`config.mk`:
```
export PLATFORM = sky130hd
export DESIGN_NAME = sync_fifo_mode
export DESIGN_NICKNAME = d
export VERILOG_FILES = /design/src/rtl/sync_fifo_mode.sv
export SDC_FILE = /design/constraint.sdc
export NUM_CORES = 1
export LEC_CHECK = 0
export ABC_CLOCK_PERIOD_IN_PS = 9700
export CORE_MARGIN = 5
export CORE_UTILIZATION = 28
export CTS_CLUSTER_SIZE = 12
export DETAILED_ROUTE_END_ITERATION = 10
export PLACE_DENSITY = 0.46
export SYNTH_ARGS = -nofsm -noshare
export SYNTH_HDL_FRONTEND = slang
export SYNTH_SLANG_ARGS = --single-unit
```
`constraint.sdc`:
```
create_clock -name clk -period 9.7 [get_ports clk]
set_input_delay 1.94 -clock clk [delete_from_list [all_inputs] [get_ports clk]]
set_output_delay 1.94 -clock clk [all_outputs]
set_load 0.05 [all_outputs]
```
`src/rtl/sync_fifo_mode.sv`:
```
// Single-clock circular-buffer FIFO with any DEPTH, optional first-word-fall-through,
// drop-new or overwrite-oldest overflow handling, almost flags, flush and drop counter.
// Latency: 1 cycle write-to-visible; FWFT=0 read data 1 cycle after pop edge.
// Backpressure: full refuses pushes (drop-new) or evicts the oldest entry (overwrite-oldest).
module sync_fifo_mode #(
  parameter int W          = 72,
  parameter int DEPTH      = 4,
  parameter int FWFT       = 0,
  parameter int OVF_POLICY = 0,
  parameter int AF_THRESH  = DEPTH - 1,
  parameter int AE_THRESH  = 1,
  parameter int CNT_W      = 16
) (
  input  logic                         clk,
  input  logic                         rst,
  input  logic                         flush,
  input  logic                         push,
  input  logic [W-1:0]                 push_data,
  input  logic                         pop,
  output logic [W-1:0]                 pop_data,
  output logic                         pop_valid,
  output logic                         empty,
  output logic                         full,
  output logic                         almost_empty,
  output logic                         almost_full,
  output logic [$clog2(DEPTH+1)-1:0]   count,
  output logic                         overflow,
  output logic                         underflow,
  output logic [CNT_W-1:0]             drop_count
);

  localparam int CW = $clog2(DEPTH + 1);
  localparam int PW = $clog2(DEPTH);
  localparam logic [PW-1:0] LAST_PTR = PW'(DEPTH - 1);
  localparam logic [CW-1:0] DEPTH_C  = CW'(DEPTH);
  localparam logic [CW-1:0] AF_C     = CW'(AF_THRESH);
  localparam logic [CW-1:0] AE_C     = CW'(AE_THRESH);

  // Reject configurations the flag and pointer logic cannot represent.
  if (DEPTH < 2) begin : g_bad_depth
    $error("sync_fifo_mode: DEPTH must be >= 2");
  end
  if (AF_THRESH < 1 || AF_THRESH > DEPTH) begin : g_bad_af
    $error("sync_fifo_mode: AF_THRESH must be within 1..DEPTH");
  end
  if (AE_THRESH < 0 || AE_THRESH > DEPTH - 1) begin : g_bad_ae
    $error("sync_fifo_mode: AE_THRESH must be within 0..DEPTH-1");
  end

  logic [W-1:0]  mem [DEPTH];
  logic [PW-1:0] rd_ptr, wr_ptr;
  logic          pop_acc, push_acc, overwrite, rd_adv, ovf_evt, unf_evt;
  logic [CW-1:0] cnt_n;

  // Explicit compare-and-wrap so non-power-of-two depths work.
  function automatic logic [PW-1:0] ptr_inc(input logic [PW-1:0] p);
    return (p == LAST_PTR) ? '0 : p + PW'(1);
  endfunction

  // Accept decisions and next occupancy for the current edge.
  always_comb begin
    pop_acc   = pop && !empty;
    push_acc  = push && (!full || pop_acc || (OVF_POLICY == 1));
    overwrite = push_acc && full && !pop_acc;
    rd_adv    = pop_acc || overwrite;
    ovf_evt   = push && full && !pop_acc;
    unf_evt   = pop && empty;
    cnt_n     = count;
    if (push_acc && !rd_adv) begin
      cnt_n = count + CW'(1);
    end else if (rd_adv && !push_acc) begin
      cnt_n = count - CW'(1);
    end
  end

  // Pointers, occupancy, registered flags, event pulses and drop counter.
  always_ff @(posedge clk) begin
    if (rst) begin
      rd_ptr       <= '0;
      wr_ptr       <= '0;
      count        <= '0;
      empty        <= 1'b1;
      full         <= 1'b0;
      almost_empty <= 1'b1;
      almost_full  <= 1'b0;
      overflow     <= 1'b0;
      underflow    <= 1'b0;
      drop_count   <= '0;
    end else if (flush) begin
      rd_ptr       <= '0;
      wr_ptr       <= '0;
      count        <= '0;
      empty        <= 1'b1;
      full         <= 1'b0;
      almost_empty <= 1'b1;
      almost_full  <= 1'b0;
      overflow     <= 1'b0;
      underflow    <= 1'b0;
    end else begin
      if (rd_adv)   rd_ptr <= ptr_inc(rd_ptr);
      if (push_acc) wr_ptr <= ptr_inc(wr_ptr);
      count        <= cnt_n;
      empty        <= (cnt_n == '0);
      full         <= (cnt_n == DEPTH_C);
      almost_empty <= (cnt_n <= AE_C);
      almost_full  <= (cnt_n >= AF_C);
      overflow     <= ovf_evt;
      underflow    <= unf_evt;
      if (ovf_evt && (drop_count != '1)) begin
        drop_count <= drop_count + CNT_W'(1);
      end
    end
  end

  // Storage write; when full in overwrite mode wr_ptr equals rd_ptr, replacing the oldest word.
  always_ff @(posedge clk) begin
    if (!rst && !flush && push_acc) begin
      mem[wr_ptr] <= push_data;
    end
  end

  if (FWFT == 0) begin : g_registered_read
    // Registered read: head word captured on the accepted pop edge, qualified for one cycle.
    always_ff @(posedge clk) begin
      if (rst) begin
        pop_data  <= '0;
        pop_valid <= 1'b0;
      end else if (flush) begin
        pop_valid <= 1'b0;
      end else begin
        pop_valid <= pop_acc;
        if (pop_acc) begin
          pop_data <= mem[rd_ptr];
        end
      end
    end
  end else begin : g_fwft_read
    // Fall-through read: head word shown directly from storage, zero when nothing is held.
    assign pop_data  = empty ? '0 : mem[rd_ptr];
    assign pop_valid = !empty;
  end

endmodule

```
# == After elaboration in Yosys (flattened, before gate mapping) ==
# Memory sizes are Yosys's and may differ from the RTL's. A register that Yosys moved wholly into a read port is not among the register bits.
# Index checks and enable logic that the tools add are counted.
# totals
regBits,30
ramBits,288
wordCells,55
memories,1
# memory_table
name,words,word_bits,read_ports,rd_ports_with_merged_regs,write_ports,line_no,text
mem,4,72,1,1,1,50,logic [W-1:0] mem [DEPTH];
# op_classes
n_addsub,5
order_cmp,2
eq_ne,4
n_mux,6
n_bitwise,1
n_reduce_logical,25
# op_table
op,count
$add 16x1->16 const B,1
$ne 16x16->1 const B,1
$logic_and 1x1->1,12
$logic_not 1->1,7
$mux 3,2
$add 2x1->2 const B,2
$eq 2x2->1 const B,2
$mux 2,2
$reduce_and 2->1,2
$add 3x1->3 const B,1
$eq 3x3->1 const B,1
$ge 3x2->1 const B,1
$le 3x1->1 const B,1
$logic_not 3->1,1
$sub 3x1->3 const B,1
$logic_or 1x1->1,2
$mux 1,2
$reduce_or 2->1,1
$not 1->1,1

# == Longest topological paths before layout ==
# logic_depth
depth_word,11
ltp_mapped,6
mapped_depth_nobuf,6

# == Least setup slack after synthesis ==
# Ideal clock, no wire load.
# synth_timing
kind,input to register
from,in pop
to,"mem mem[0][0], enable pin"
setup_ns,0.438
arrival_time_ns,4.345
t_required_ns,9.262
setup_slack_ns,4.917
cell_stages,4
cell_sequence,nand2b_1 clkbuf_1 a21boi_1 and3_1
# synth_via
elab_chain_cells,6
# synth_rtl
item,line_no,text
start: declaration,19,"input logic pop,"
$logic_and 1x1->1,62,pop_acc = pop && !empty;
$logic_or 1x1->1,63,push_acc = push && (!full || pop_acc || (OVF_POLICY == 1));
$logic_and 1x1->1,63,
$logic_and 1x1->1,117,if (!rst && !flush && push_acc) begin
$mux 1,117,
$mux 1 (not written as such),118,mem[wr_ptr] <= push_data;
end: declaration,50,
# No other way between the ends.

# == Final worst setup path ==
# layout_timing
from,in pop
to,"mem mem[3][66], enable pin"
# Same word-level chain as after synthesis.

==> summary.md <==
| Metric | Value |
|---|---|
| P&R area growth vs syn | `26.9%` |
| Worst EP arrival | `4650 ps` |
| Slew margin rel. | `0.335` |
| Resized cells post-CTS | `0` |
| Final antenna-violating net count | `0` |
| Final hold vios | `0` |
| Post-synthesis cell area | `14,400 sq um` |
| Power Density | `197 nW/um^2` |
| Hold WS | `453 ps` |
| Drt total wl | `34.8 mm` |
| # IOs | `175` |
| Starting density of the core | `0.281` |
| Global-route usage over all layers | `0.123` |
| Slowest Stage Delay on Critical Path | `730 ps` |
| Seq. cell area | `10,700 sq um` |
| Run status | `completed` |
| Sink Count | `390` |
| Non-Filler Instances | `1,771` |
| FMAX | `224 MHz` |
| DRC Markers | `0` |
| Max Slew Vio Count | `0` |
| Die height | `237 um` |
| Fillers | `4,885` |
| Clock latency on the worst-skew pair | `560 ps` |
| Crit share post-route | `0.460` |
| Worst Tran Pin Value | `997 ps` |
| Cts bufs inserted | `44` |
| Crit path cell chain | `clkdlybuf4s50_1, nand2b_1, a21boi_1, and3_4, buf_4` |
| Nets@finish | `1,141` |
| # rows | `83` |
| Startpoint Class | `primary input` |
| Max-cap violations | `0` |
| Hold crit path type | `flop to flop` |
| GRT overflow | `0` |
| Final setup viols | `0` |
| Yosys top cell area share | `0.602` |
| Cells after DPL | `1,690` |
| Port bufs | `174` |
| 1st-iter DRT viols | `334` |
| Core box area | `51,100 sq um` |
| Initial antenna violation count | `2` |
| Synthesized area per cell | `16.5 sq um` |
| Met3 wire len | `1.55 mm` |
| Leading area contributor after synthesis | `edfxtp_1` |
| Placer Congestion | `0.741` |
| Syn_nets | `958` |
| Top sig layer | `met5` |
| Area of the multi-input gates | `3490 sq um` |
| Leakage | `5.66 nW` |
| Detailed Routing Iterations Pass 1 | `4` |
| Register area share after synthesis | `0.744` |
| First-pass GRT wire length | `53.1 mm` |
| Critical Path Slowest Stage Cell | `buf_4` |
| Die area | `55,900 sq um` |
| Largest cells by area after synthesis | `edfxtp_1 60%, dfxtp_1 14%, mux4_2 11%` |
| Via density per instance | `4.42` |
| Critical path class | `primary input to flop` |
| Syn. warnings | `0` |
| CP Capture Type | `flop` |
| Cells after Synth | `873` |
| Fin Setup TNS | `0 ps` |
| Clock-pin slew on the worst setup and hold paths | `50 ps` |
| Min cycle time layout | `4460 ps` |
| CTS max path bufs | `3` |
| Avg WL per Cell | `19.6 um` |
| Metal-1 WL | `15.3 mm` |
| Htree depth | `2` |
| Vias in the first global route | `8,435` |
| VDD IR max | `0.112 mV` |
| TritonCTS clock tree | `built` |
| Largest net degree at the start of global routing | `73` |
| Vias | `7,829` |
| Met2 WL | `17.2 mm` |
| HPWL Detailed | `20.8 mm` |
| Crit path max fanout | `48` |
| # hold bufs at CTS | `0` |
| Critical Path RT | `9890 ps` |
| Unrepaired setup endpoints after global routing | `false` |
| Post-CTS Setup Bufs | `0` |
| Yosys reg bits | `390` |
| Fraction of layout cells with a size suffix above 1 | `0.150` |
| Clk_skew | `11.5 ps` |
| Netlist cell types | `41` |
| Root Buffer | `clkbuf_16` |
| Die W | `237 um` |
-- kinds of logic after synthesis --
group / Yosys count / share of synthesized area
compound gates: 99 / 0.0382
xor+xnor: 2 / 0.00122
fa+ha+maj: 8 / 0.00697
buf+inv: 57 / 0.0155
flops: 390 / 0.744
mux: 88 / 0.125
simple gates: 229 / 0.0690
-- power breakdown --
group          internal (W)  total (W)  leakage, nW  switching (W)
Combinational     0.0000835   0.000213         1.57       0.000129
Sequential          0.00182    0.00183         3.43      0.0000145
Clock              0.000904    0.00156        0.657       0.000654
Total               0.00280    0.00360         5.66       0.000797
-- critical path, delay by kind of cell --
kind | cells | cell delay, ps
buf+inv | 2 | 1230
compound gates | 1 | 590
simple gates | 2 | 830
-- layout make-up --
| cell class | count | area share |
|---|---|---|
| diodes | 1 | 0.000137 |
| flip-flops and latches | 390 | 0.587 |
| clock buffers | 63 | 0.0670 |
| multi-input cells | 426 | 0.191 |
| well taps | 680 | 0.0466 |
| clock inverters | 17 | 0.00713 |
| repair buffers | 182 | 0.0986 |
| inverters | 12 | 0.00247 |
-- registers in the layout, indices dropped and copies added (netlist names) --
| signal | count |
|---|---|
| almost_empty | 1 |
| almost_full | 1 |
| count | 3 |
| drop_count | 16 |
| empty | 1 |
| full | 1 |
| mem | 288 |
| overflow | 1 |
| pop_data | 72 |
| pop_valid | 1 |
| rd_ptr | 2 |
| underflow | 1 |
| wr_ptr | 2 |
-- Yosys cell counts (all sizes together) --
library cell	instances
o31ai	1
mux4	72
or2b	1
a21o	2
a21boi	2
clkbuf	37
or2	3
ha	8
and2	2
nor4	4
buf	8
inv	12
or3	3
edfxtp	288
o41ai	1
dfxtp	102
o21ai	5
nor2	30
nand3	3
a311oi	2
a221oi	1
and2b	1
xor2	1
or4	1
nor3	3
mux2i	3
mux2	13
and3	5
a21oi	78
xnor2	1
nand4	6
nand2	149
nor4b	2
nor2b	11
a2111oi	1
or3b	1
nand2b	4
a211oi	6
-- per-layer routing --
metal,up-vias,track usage
li1,3676,-
met4,2,0.0371
met1,3928,0.160
met2,170,0.209
met3,53,0.0255
met5,-,0
-- path summary, 6_finish.rpt --
kind | endpoint | slack, ps | startpoint | cells past startpoint
max | mem[3][66] | 5240 | pop | 5
min reg2reg | pop_data[20] | 450 | pop_data[20] | 2
min | pop_data[20] | 450 | pop_data[20] | 2
max reg2reg | mem[3][66] | 6710 | empty | 4
-- per-stage QoR --
stage,setup slack (ps),total power [W],instance area (sq um),utilization
final,5240,0.00360,18200,0.357
after global routing,5010,0.00375,18200,0.357
after CTS,5180,0.00366,18200,0.357
after detailed placement,4580,0.00209,16900,0.330
after global placement,4580,0.00208,16900,0.330
after floorplan,4920,0.00198,14400,-
-- placed cells by master, fill, tap and decap left out, types with 9 or more instances in the layout --
| cell | instances |
|---|---|
| edfxtp_1 | 288 |
| clkdlybuf4s50_1 | 173 |
| nand2_1 | 149 |
| dfxtp_1 | 100 |
| a21oi_1 | 78 |
| mux4_2 | 72 |
| clkbuf_16 | 44 |
| nor2_1 | 29 |
| clkbuf_1 | 14 |
| mux2_2 | 13 |
| inv_1 | 12 |
| nor2b_1 | 11 |
| clkinv_1 | 10 |
| buf_4 | 9 |
Note: power is estimated with default switching activity, not from simulation.
